`config.mk`:
```
export PLATFORM = sky130hd
export DESIGN_NAME = adc_interface_apb_flat
export DESIGN_NICKNAME = d
export VERILOG_FILES = /design/src/rtl/adc_interface_apb_if.sv /design/src/rtl/adc_interface_apb.sv /design/src/flat_wrapper.sv
export SDC_FILE = /design/constraint.sdc
export NUM_CORES = 1
export LEC_CHECK = 0
export CAP_MARGIN = 20
export CORE_AREA = 2 2 56 79
export CTS_CLUSTER_DIAMETER = 30
export CTS_CLUSTER_SIZE = 40
export DETAILED_ROUTE_END_ITERATION = 8
export DIE_AREA = 0 0 58 81
export PLACE_DENSITY = 0.84
export SLEW_MARGIN = 20
export SYNTH_ARGS = -nofsm -noshare
export SYNTH_HDL_FRONTEND = slang
export SYNTH_SLANG_ARGS = --single-unit
```
`constraint.sdc`:
```
create_clock -name CLK -period 2.9 [get_ports CLK]
set_input_delay 0.58 -clock CLK [delete_from_list [all_inputs] [get_ports CLK]]
set_output_delay 0.58 -clock CLK [all_outputs]
set_load 0.05 [all_outputs]
```
`src/rtl/adc_interface_apb_if.sv`:
```
// APB bus bundle shared by the ADC/DAC slaves.
// Single-register slaves: address, write data and strobes travel but may be ignored.
interface adc_interface_apb_if;
    logic        PSEL;
    logic        PENABLE;
    logic        PWRITE;
    logic [31:0] PADDR;
    logic [31:0] PWDATA;
    logic [3:0]  PSTRB;
    logic        PREADY;
    logic [31:0] PRDATA;
    logic        PSLVERR;

    modport master (
        output PSEL, PENABLE, PWRITE, PADDR, PWDATA, PSTRB,
        input  PREADY, PRDATA, PSLVERR
    );

    modport slave (
        input  PSEL, PENABLE, PWRITE, PADDR, PWDATA, PSTRB,
        output PREADY, PRDATA, PSLVERR
    );
endinterface

```
`src/rtl/adc_interface_apb.sv`:
```
// APB slave that runs one ADC conversion per read and returns the sample.
// EOC timeout completes the read with PSLVERR; writes are acked without effect.
module adc_interface_apb #(
    parameter int DATA_W  = 12,
    parameter int TIMEOUT = 63
) (
    input  logic              CLK,
    input  logic              RST,
    adc_interface_apb_if.slave bus,
    output logic              SOC,
    input  logic              EOC,
    input  logic [DATA_W-1:0] ADC_DATA
);
    localparam int CNT_W = (TIMEOUT > 0) ? $clog2(TIMEOUT + 1) : 1;

    localparam logic [2:0] IDLE     = 3'd0;
    localparam logic [2:0] START    = 3'd1;
    localparam logic [2:0] WAIT_EOC = 3'd2;
    localparam logic [2:0] RREADY   = 3'd3;
    localparam logic [2:0] WACK     = 3'd4;

    logic [2:0]        state_q, state_d;
    logic [CNT_W-1:0]  cnt_q, cnt_d;
    logic [DATA_W-1:0] sample_q, sample_d;
    logic              err_q, err_d;
    logic              acc;
    logic              unused;

    assign acc    = bus.PSEL & bus.PENABLE;
    assign unused = ^{bus.PADDR, bus.PWDATA, bus.PSTRB};

    always_comb begin
        state_d  = state_q;
        cnt_d    = cnt_q;
        sample_d = sample_q;
        err_d    = err_q;
        unique case (state_q)
            IDLE: begin
                if (acc) state_d = bus.PWRITE ? WACK : START;
            end
            START: begin
                cnt_d   = '0;
                state_d = WAIT_EOC;
            end
            WAIT_EOC: begin
                // A late EOC still beats the timeout in the same cycle
                if (EOC) begin
                    sample_d = ADC_DATA;
                    err_d    = 1'b0;
                    state_d  = RREADY;
                end else if (cnt_q == CNT_W'(TIMEOUT)) begin
                    sample_d = '0;
                    err_d    = 1'b1;
                    state_d  = RREADY;
                end else begin
                    cnt_d = cnt_q + 1'b1;
                end
            end
            RREADY:  state_d = IDLE;
            WACK:    state_d = IDLE;
            default: state_d = IDLE;
        endcase
    end

    always_ff @(posedge CLK) begin
        if (RST) begin
            state_q  <= IDLE;
            cnt_q    <= '0;
            sample_q <= '0;
            err_q    <= 1'b0;
        end else begin
            state_q  <= state_d;
            cnt_q    <= cnt_d;
            sample_q <= sample_d;
            err_q    <= err_d;
        end
    end

    assign SOC         = (state_q == START);
    assign bus.PREADY  = (state_q == RREADY) | (state_q == WACK);
    assign bus.PSLVERR = (state_q == RREADY) & err_q;
    assign bus.PRDATA  = (state_q == RREADY)
                       ? {{(32-DATA_W){1'b0}}, sample_q}
                       : 32'h0;
endmodule

```
`src/flat_wrapper.sv`:
```
// flat-port wrapper written by rule: the top's interface ports become plain ports
module adc_interface_apb_flat 
#(
    parameter int DATA_W  = 12,
    parameter int TIMEOUT = 63
)
  (CLK, RST, SOC, EOC, ADC_DATA, bus_PSEL, bus_PENABLE, bus_PWRITE, bus_PADDR, bus_PWDATA, bus_PSTRB, bus_PREADY, bus_PRDATA, bus_PSLVERR);
  adc_interface_apb_if bus_i ();
  input  logic CLK;
  input  logic RST;
  output logic SOC;
  input  logic EOC;
  input  logic [DATA_W-1:0] ADC_DATA;
  input wire logic [$bits(bus_i.PSEL)-1:0] bus_PSEL;
  input wire logic [$bits(bus_i.PENABLE)-1:0] bus_PENABLE;
  input wire logic [$bits(bus_i.PWRITE)-1:0] bus_PWRITE;
  input wire logic [$bits(bus_i.PADDR)-1:0] bus_PADDR;
  input wire logic [$bits(bus_i.PWDATA)-1:0] bus_PWDATA;
  input wire logic [$bits(bus_i.PSTRB)-1:0] bus_PSTRB;
  output wire logic [$bits(bus_i.PREADY)-1:0] bus_PREADY;
  output wire logic [$bits(bus_i.PRDATA)-1:0] bus_PRDATA;
  output wire logic [$bits(bus_i.PSLVERR)-1:0] bus_PSLVERR;
  assign bus_i.PSEL = bus_PSEL;
  assign bus_i.PENABLE = bus_PENABLE;
  assign bus_i.PWRITE = bus_PWRITE;
  assign bus_i.PADDR = bus_PADDR;
  assign bus_i.PWDATA = bus_PWDATA;
  assign bus_i.PSTRB = bus_PSTRB;
  assign bus_PREADY = bus_i.PREADY;
  assign bus_PRDATA = bus_i.PRDATA;
  assign bus_PSLVERR = bus_i.PSLVERR;
  adc_interface_apb #(.DATA_W(DATA_W), .TIMEOUT(TIMEOUT)) u_core (.CLK(CLK), .RST(RST), .bus(bus_i), .SOC(SOC), .EOC(EOC), .ADC_DATA(ADC_DATA));
endmodule
```
==> flow_metrics.env, run 1 <==
export IMPL_maxSlewHeadroom=0.540
export IMPL_ioPinCount=121
export IMPL_insertion_delay_ns=0.26
export IMPL_gr_usage_all_layers=0.0986
export IMPL_cap_violations=0
export IMPL_grt_max_degree=15
export IMPL_cp_top_family="buffers and inverters"
export IMPL_min_from="u_core.sample_q[3]$_SDFFE_PP0P_"
export IMPL_synth_warning_count=0
export IMPL_place_congestion=0.710
export IMPL_rsz0062_at_grt="false"
export IMPL_cts_sinks=22
export IMPL_die_w_um=58
export IMPL_grt_overflow=0
export IMPL_synthArstFlopShare=0
export IMPL_critPathMaxStageDelay_ns=0.80
export IMPL_finalClockSkew_ns=0.00108
export IMPL_min_to="u_core.sample_q[3]$_SDFFE_PP0P_"
export IMPL_end_kind="primary output"
export IMPL_synth_cells=131
export IMPL_crit_arrival_ns=2.08
export IMPL_cts_htree_levels=1
export IMPL_antenna_found_initial=0
export IMPL_crit_type="reg2out"
export IMPL_design_area_mm2=0.00147
export IMPL_post_dp_hpwl_mm=1.65
export IMPL_p_int_w=0.000435
export IMPL_irDropWorstVdd_uv=224
export IMPL_grt_pass1_wl_mm=3.51
export IMPL_die_h_um=81
export IMPL_n_antenna_cell=0
export IMPL_syn_area_mm2=0.00121
export IMPL_syn2layout_area_growth_pct=21.7
export IMPL_clockBufferDepth=2
export IMPL_cts_tree="built"
export IMPL_cts_setup_buffers=0
export IMPL_pre_cts_ws_ns=0.527
export IMPL_slowest_stage="clkdlybuf4s50_1"
export IMPL_synth_edf_count=0
export IMPL_fmax_ghz=0.377
export IMPL_place_port_buffers=32
export IMPL_yosysSeqAreaShare=0.365
export IMPL_dpl_cell_area_mm2=0.00143
export IMPL_wl_mm=2.16
export IMPL_hold_violations=0
export IMPL_fp_coreArea_mm2=0.00406
export IMPL_fin_crit_sh=0.916
export IMPL_vias_per_cell=4.53
export IMPL_die_area_mm2=0.00470
export IMPL_rrSetupSlack_ns=1.22
export IMPL_swShare=0.294
export IMPL_setup_viol=0
export IMPL_critPathMaxFanout=7
export IMPL_comb_power_share=0.193
export IMPL_min_path_cells=1
export IMPL_p_total_w=0.000616
export IMPL_r2r_end="u_core.sample_q[7]$_SDFFE_PP0P_"
export IMPL_reg2reg_from="u_core.cnt_q[0]$_SDFFE_PP0P_"
export IMPL_grt_pass1_vias=818
export IMPL_root_buffer="clkbuf_8"
export IMPL_start_kind="flop"
export IMPL_setup_slack_ns=0.244
export IMPL_period_needed_ns=2.66
export IMPL_ff2ff_path_depth=5
export IMPL_fp_row_count=28
export IMPL_clk_pin_slew_ns=0.07
export IMPL_final_setup_tns_ns=0
export IMPL_crit_chain="or3b_1 -> clkinv_1 -> clkdlybuf4s50_1"
export IMPL_synth_seq_cells=22
export IMPL_required_ns=2.32
export IMPL_power_switching_w=0.000181
export IMPL_synth_cell_types=39
export IMPL_drive_gt1_frac=0.151
export IMPL_dr_pass1_iters=3
export IMPL_drv_slew=0
export IMPL_ant_nets=0
export IMPL_numCtsBuffers=3
export IMPL_synth_ff_type="dfxtp_1"
export IMPL_outcome="finished clean"
export IMPL_dr_first_iter_drc_count=17
export IMPL_ctsResizeCount=0
export IMPL_critPathBufInv=2
export IMPL_wire_per_inst_um=10.6
export IMPL_nets=248
export IMPL_hold_ws_ns=0.474
export IMPL_powerDensity_mw_per_mm2=420
export IMPL_p_leak_nw=0.612
export IMPL_hold_path_class="reg2reg"
export IMPL_vias=924
export IMPL_worst_pin_slew_ns=0.688
export IMPL_start_util=0.297
export IMPL_drc=0
export IMPL_syn_area_per_cell_um2=9.21
export IMPL_cts_hold_buf=0
export IMPL_p_seq_frac=0.510
export IMPL_clockPowerShare=0.297
## through the flow
stage | utilization | instances
after floorplan | - | 150
after global placement | 0.351 | 201
after detailed placement | 0.351 | 201
after CTS | 0.361 | 204
after global routing | 0.361 | 204
final | 0.361 | 204
## cells in the final DEF, fill, tap and decap left out, drive strengths merged, types with 2 or more instances in the layout
cell | Yosys | final
a211oi | 2 | 2
a21o | 3 | 3
a21oi | 4 | 4
a22o | 12 | 12
a31oi | 2 | 2
and2 | 14 | 14
and3 | 2 | 2
buf | 24 | 14
clkbuf | 2 | 3
clkdlybuf4s50 | 0 | 18
conb | 1 | 20
dfxtp | 22 | 22
mux2 | 2 | 2
nand2 | 9 | 9
nand2b | 2 | 2
nand3 | 2 | 2
nor2 | 7 | 7
nor2b | 2 | 2
nor3 | 3 | 3
nor3b | 2 | 2
o2bb2ai | 2 | 2
## state kept, by name, summed over array words and instances, names as in the netlist
signal,flops
u_core.sample_q,12
u_core.cnt_q,6
u_core.state_q,3
u_core.err_q,1
## worst max path at each step
stage / start / slack, ns / endpoint / cells after the start
after floorplan: u_core.state_q[0]$_SDFFE_PP0P_ / 0.93 / bus_PRDATA[10] / 4
after global placement: u_core.state_q[0]$_SDFFE_PP0P_ / 0.51 / SOC / 3
after detailed placement: u_core.state_q[0]$_SDFFE_PP0P_ / 0.53 / SOC / 3
after CTS: u_core.state_q[0]$_SDFFE_PP0P_ / 0.22 / SOC / 3
after global routing: u_core.state_q[0]$_SDFFE_PP0P_ / 0.13 / SOC / 3
final: u_core.state_q[0]$_SDFFE_PP0P_ / 0.24 / SOC / 3
## worst register-to-register path: stages (launching register included)
cell and delay [ns]:
dfxtp_1 0.34, ha_1 0.23, and3_1 0.21, a21o_1 0.17, a21oi_2 0.45, a22o_1 0.23
## cell families after synthesis
kind of cell               Yosys count  synth area share
other                                1           0.00311
AOI/OAI and AO/OA                   29             0.194
xor gates and xnor gates             1           0.00726
muxes                                3            0.0270
buffers and inverters               28             0.166
DFF                                 22             0.365
adders and majority gates            1            0.0104
and+or+nand+nor                     46             0.227
## final cells by class
| type | count | area (um^2) |
|---|---|---|
| Fill cell | 426 | 2600 |
| Tap cell | 45 | 56.3 |
| Sequential cell | 22 | 440 |
| Clock buffer | 3 | 41.3 |
| Inverter | 2 | 7.51 |
| Timing Repair Buffer | 32 | 285 |
| Multi-Input combinational cell | 100 | 637 |
## power groups by stage
stage | logic [W] | clock network (W) | registers [W]
after floorplan | 0.000115 | 0 | 0.000318
after global placement | 0.000119 | 0 | 0.000321
after detailed placement | 0.000119 | 0 | 0.000321
after CTS | 0.000120 | 0.000192 | 0.000314
after global routing | 0.000127 | 0.000203 | 0.000315
final | 0.000119 | 0.000183 | 0.000314
## per-layer routing
layer | up-vias | share of wire | GRT usage | wire [um]
li1 | 472 | - | - | -
met1 | 409 | 0.41 | 0.101 | 877
met2 | 38 | 0.48 | 0.175 | 1030
met3 | 5 | 0.093 | 0.0303 | 201
met4 | 0 | 0.024 | 0.0558 | 51
met5 | - | 0 | 0 | 0
## synth_stat cells (2+ instances only)
library cell / instances / area share
a211oi_1: 2 / 0.012
a21o_1: 3 / 0.019
a21oi_1: 3 / 0.012
a22o_1: 12 / 0.087
a31oi_1: 2 / 0.010
and2_1: 14 / 0.073
and3_1: 2 / 0.010
buf_4: 21 / 0.13
buf_6: 2 / 0.019
clkbuf_1: 2 / 0.0062
dfxtp_1: 22 / 0.37
nand2_1: 9 / 0.028
nand3_1: 2 / 0.0083
nor2_1: 6 / 0.019
nor2b_1: 2 / 0.010
nor3_1: 3 / 0.012
o2bb2ai_1: 2 / 0.015
Note: power is estimated with default switching activity, not from simulation.
==> run 2, diff against run 1 <==
- PLACE_DENSITY: 0.84 -> not set
- PLACE_DENSITY_LB_ADDON: not set -> 0.3
==> flow_metrics.env, run 2 (synthesis results as in run 1) <==
export IMPL_outcome="finished clean"
export IMPL_finalClockSkew_ns=0.00172
export IMPL_hold_violations=0
export IMPL_fp_coreArea_mm2=0.00406
export IMPL_wire_per_inst_um=12.2
export IMPL_largest_register="u_core.sample_q"
export IMPL_end_kind="primary output"
export IMPL_dp_cells=201
export IMPL_syn2layout_area_growth_pct=21.7
export IMPL_worst_pin_slew_ns=0.715
export IMPL_grt_overflow=0
export IMPL_cts_htree_levels=1
export IMPL_grt_pass1_vias=906
export IMPL_fmax_ghz=0.376
export IMPL_antenna_found_initial=0
export IMPL_grt_max_degree=15
export IMPL_ff2ff_path_depth=5
export IMPL_drv_slew=0
export IMPL_ant_nets=0
export IMPL_die_w_um=58
export IMPL_die_h_um=81
export IMPL_top_regs="u_core.sample_q (12), u_core.cnt_q (6), u_core.state_q (3)"
export IMPL_rrSetupSlack_ns=1.17
export IMPL_clk_pin_slew_ns=0.07
export IMPL_wl_mm=2.49
export IMPL_start_util=0.297
export IMPL_grt_pass1_wl_mm=4.15
export IMPL_ctsResizeCount=0
export IMPL_layout_cells_non_filler=204
export IMPL_cts_setup_buffers=0
export IMPL_nets=248
export IMPL_vias=921
export IMPL_hold_path_class="reg2reg"
export IMPL_crit_arrival_ns=2.08
export IMPL_cts_hold_buf=0
export IMPL_setup_viol=0
export IMPL_largest_reg_flops=12
export IMPL_required_ns=2.32
export IMPL_drc=0
export IMPL_insertion_delay_ns=0.25
export IMPL_layout_commonest_cell="dfxtp_1"
export IMPL_p_total_w=0.000617
export IMPL_drive_gt1_frac=0.151
export IMPL_start_kind="flop"
export IMPL_final_setup_tns_ns=0
export IMPL_vias_per_cell=4.51
export IMPL_place_port_buffers=32
export IMPL_min_path_cells=1
export IMPL_fillers=441
export IMPL_die_area_mm2=0.00470
export IMPL_fp_row_count=28
export IMPL_root_buffer="clkbuf_8"
export IMPL_gr_usage_all_layers=0.110
export IMPL_final_cell_mix="dfxtp_1 (22), conb_1 (20), clkdlybuf4s50_1 (18)"
export IMPL_critPathMaxFanout=7
export IMPL_clockBufferDepth=2
export IMPL_numCtsBuffers=3
export IMPL_p_leak_nw=0.612
export IMPL_cts_tree="built"
export IMPL_cts_sinks=22
export IMPL_post_route_util=0.361
export IMPL_hold_ws_ns=0.477
export IMPL_rsz0062_at_grt="false"
export IMPL_n_antenna_cell=0
export IMPL_fin_crit_sh=0.918
export IMPL_maxSlewHeadroom=0.521
export IMPL_cap_violations=0
export IMPL_dr_pass1_iters=4
export IMPL_irDropWorstVdd_uv=209
export IMPL_place_congestion=0.733
export IMPL_dr_first_iter_drc_count=33
export IMPL_crit_type="reg2out"
export IMPL_ioPinCount=121
export IMPL_period_needed_ns=2.66
export IMPL_powerDensity_mw_per_mm2=420
export IMPL_post_dp_hpwl_mm=1.85
[run 2: cell counts in the layout (fill, tap and decap cells not counted)]
No cell type changed its count.
[run 2: critical path, cell delays in order, from the launching register on]
cell	delay (ns)
dfxtp_1	0.51
or3b_1	0.44
clkinv_1	0.08
clkdlybuf4s50_1	0.80
[run 2: layout make-up]
class	instances	area (um^2)	share of cell area
Multi-Input combinational cell	100	637	0.434
Sequential cell	22	440	0.300
Timing Repair Buffer	32	285	0.194
Tap cell	45	56.3	0.0384
Clock buffer	3	41.3	0.0281
Inverter	2	7.51	0.00512
[run 2: where the power goes]
part           total [W]  internal, W  switching [W]
registers       0.000314     0.000308     0.00000660
clock network   0.000182    0.0000924      0.0000899
logic           0.000120    0.0000345      0.0000858
[run 2: per-stage QoR]
stage               instance area [um^2]  setup WS [ns]
detailed placement                  1430          0.535
floorplan                           1280          0.926
global route                        1470          0.153
finish                              1470          0.238
global placement                    1430          0.522
CTS                                 1470          0.212
[run 2: routing by layer]
layer,track usage,up-vias,part of all wire
met5,0,-,0
met4,0.0209,0,0
met3,0.0255,0,0.070
met2,0.192,31,0.49
met1,0.138,419,0.44
li1,-,471,-
[run 2: worst paths after layout]
path | startpoint | to
hold reg to reg | u_core.sample_q[0]$_SDFFE_PP0P_ | u_core.sample_q[0]$_SDFFE_PP0P_
setup / recovery | u_core.state_q[0]$_SDFFE_PP0P_ | SOC
hold / removal | u_core.sample_q[0]$_SDFFE_PP0P_ | u_core.sample_q[0]$_SDFFE_PP0P_
setup reg to reg | u_core.cnt_q[0]$_SDFFE_PP0P_ | u_core.sample_q[11]$_SDFFE_PP0P_
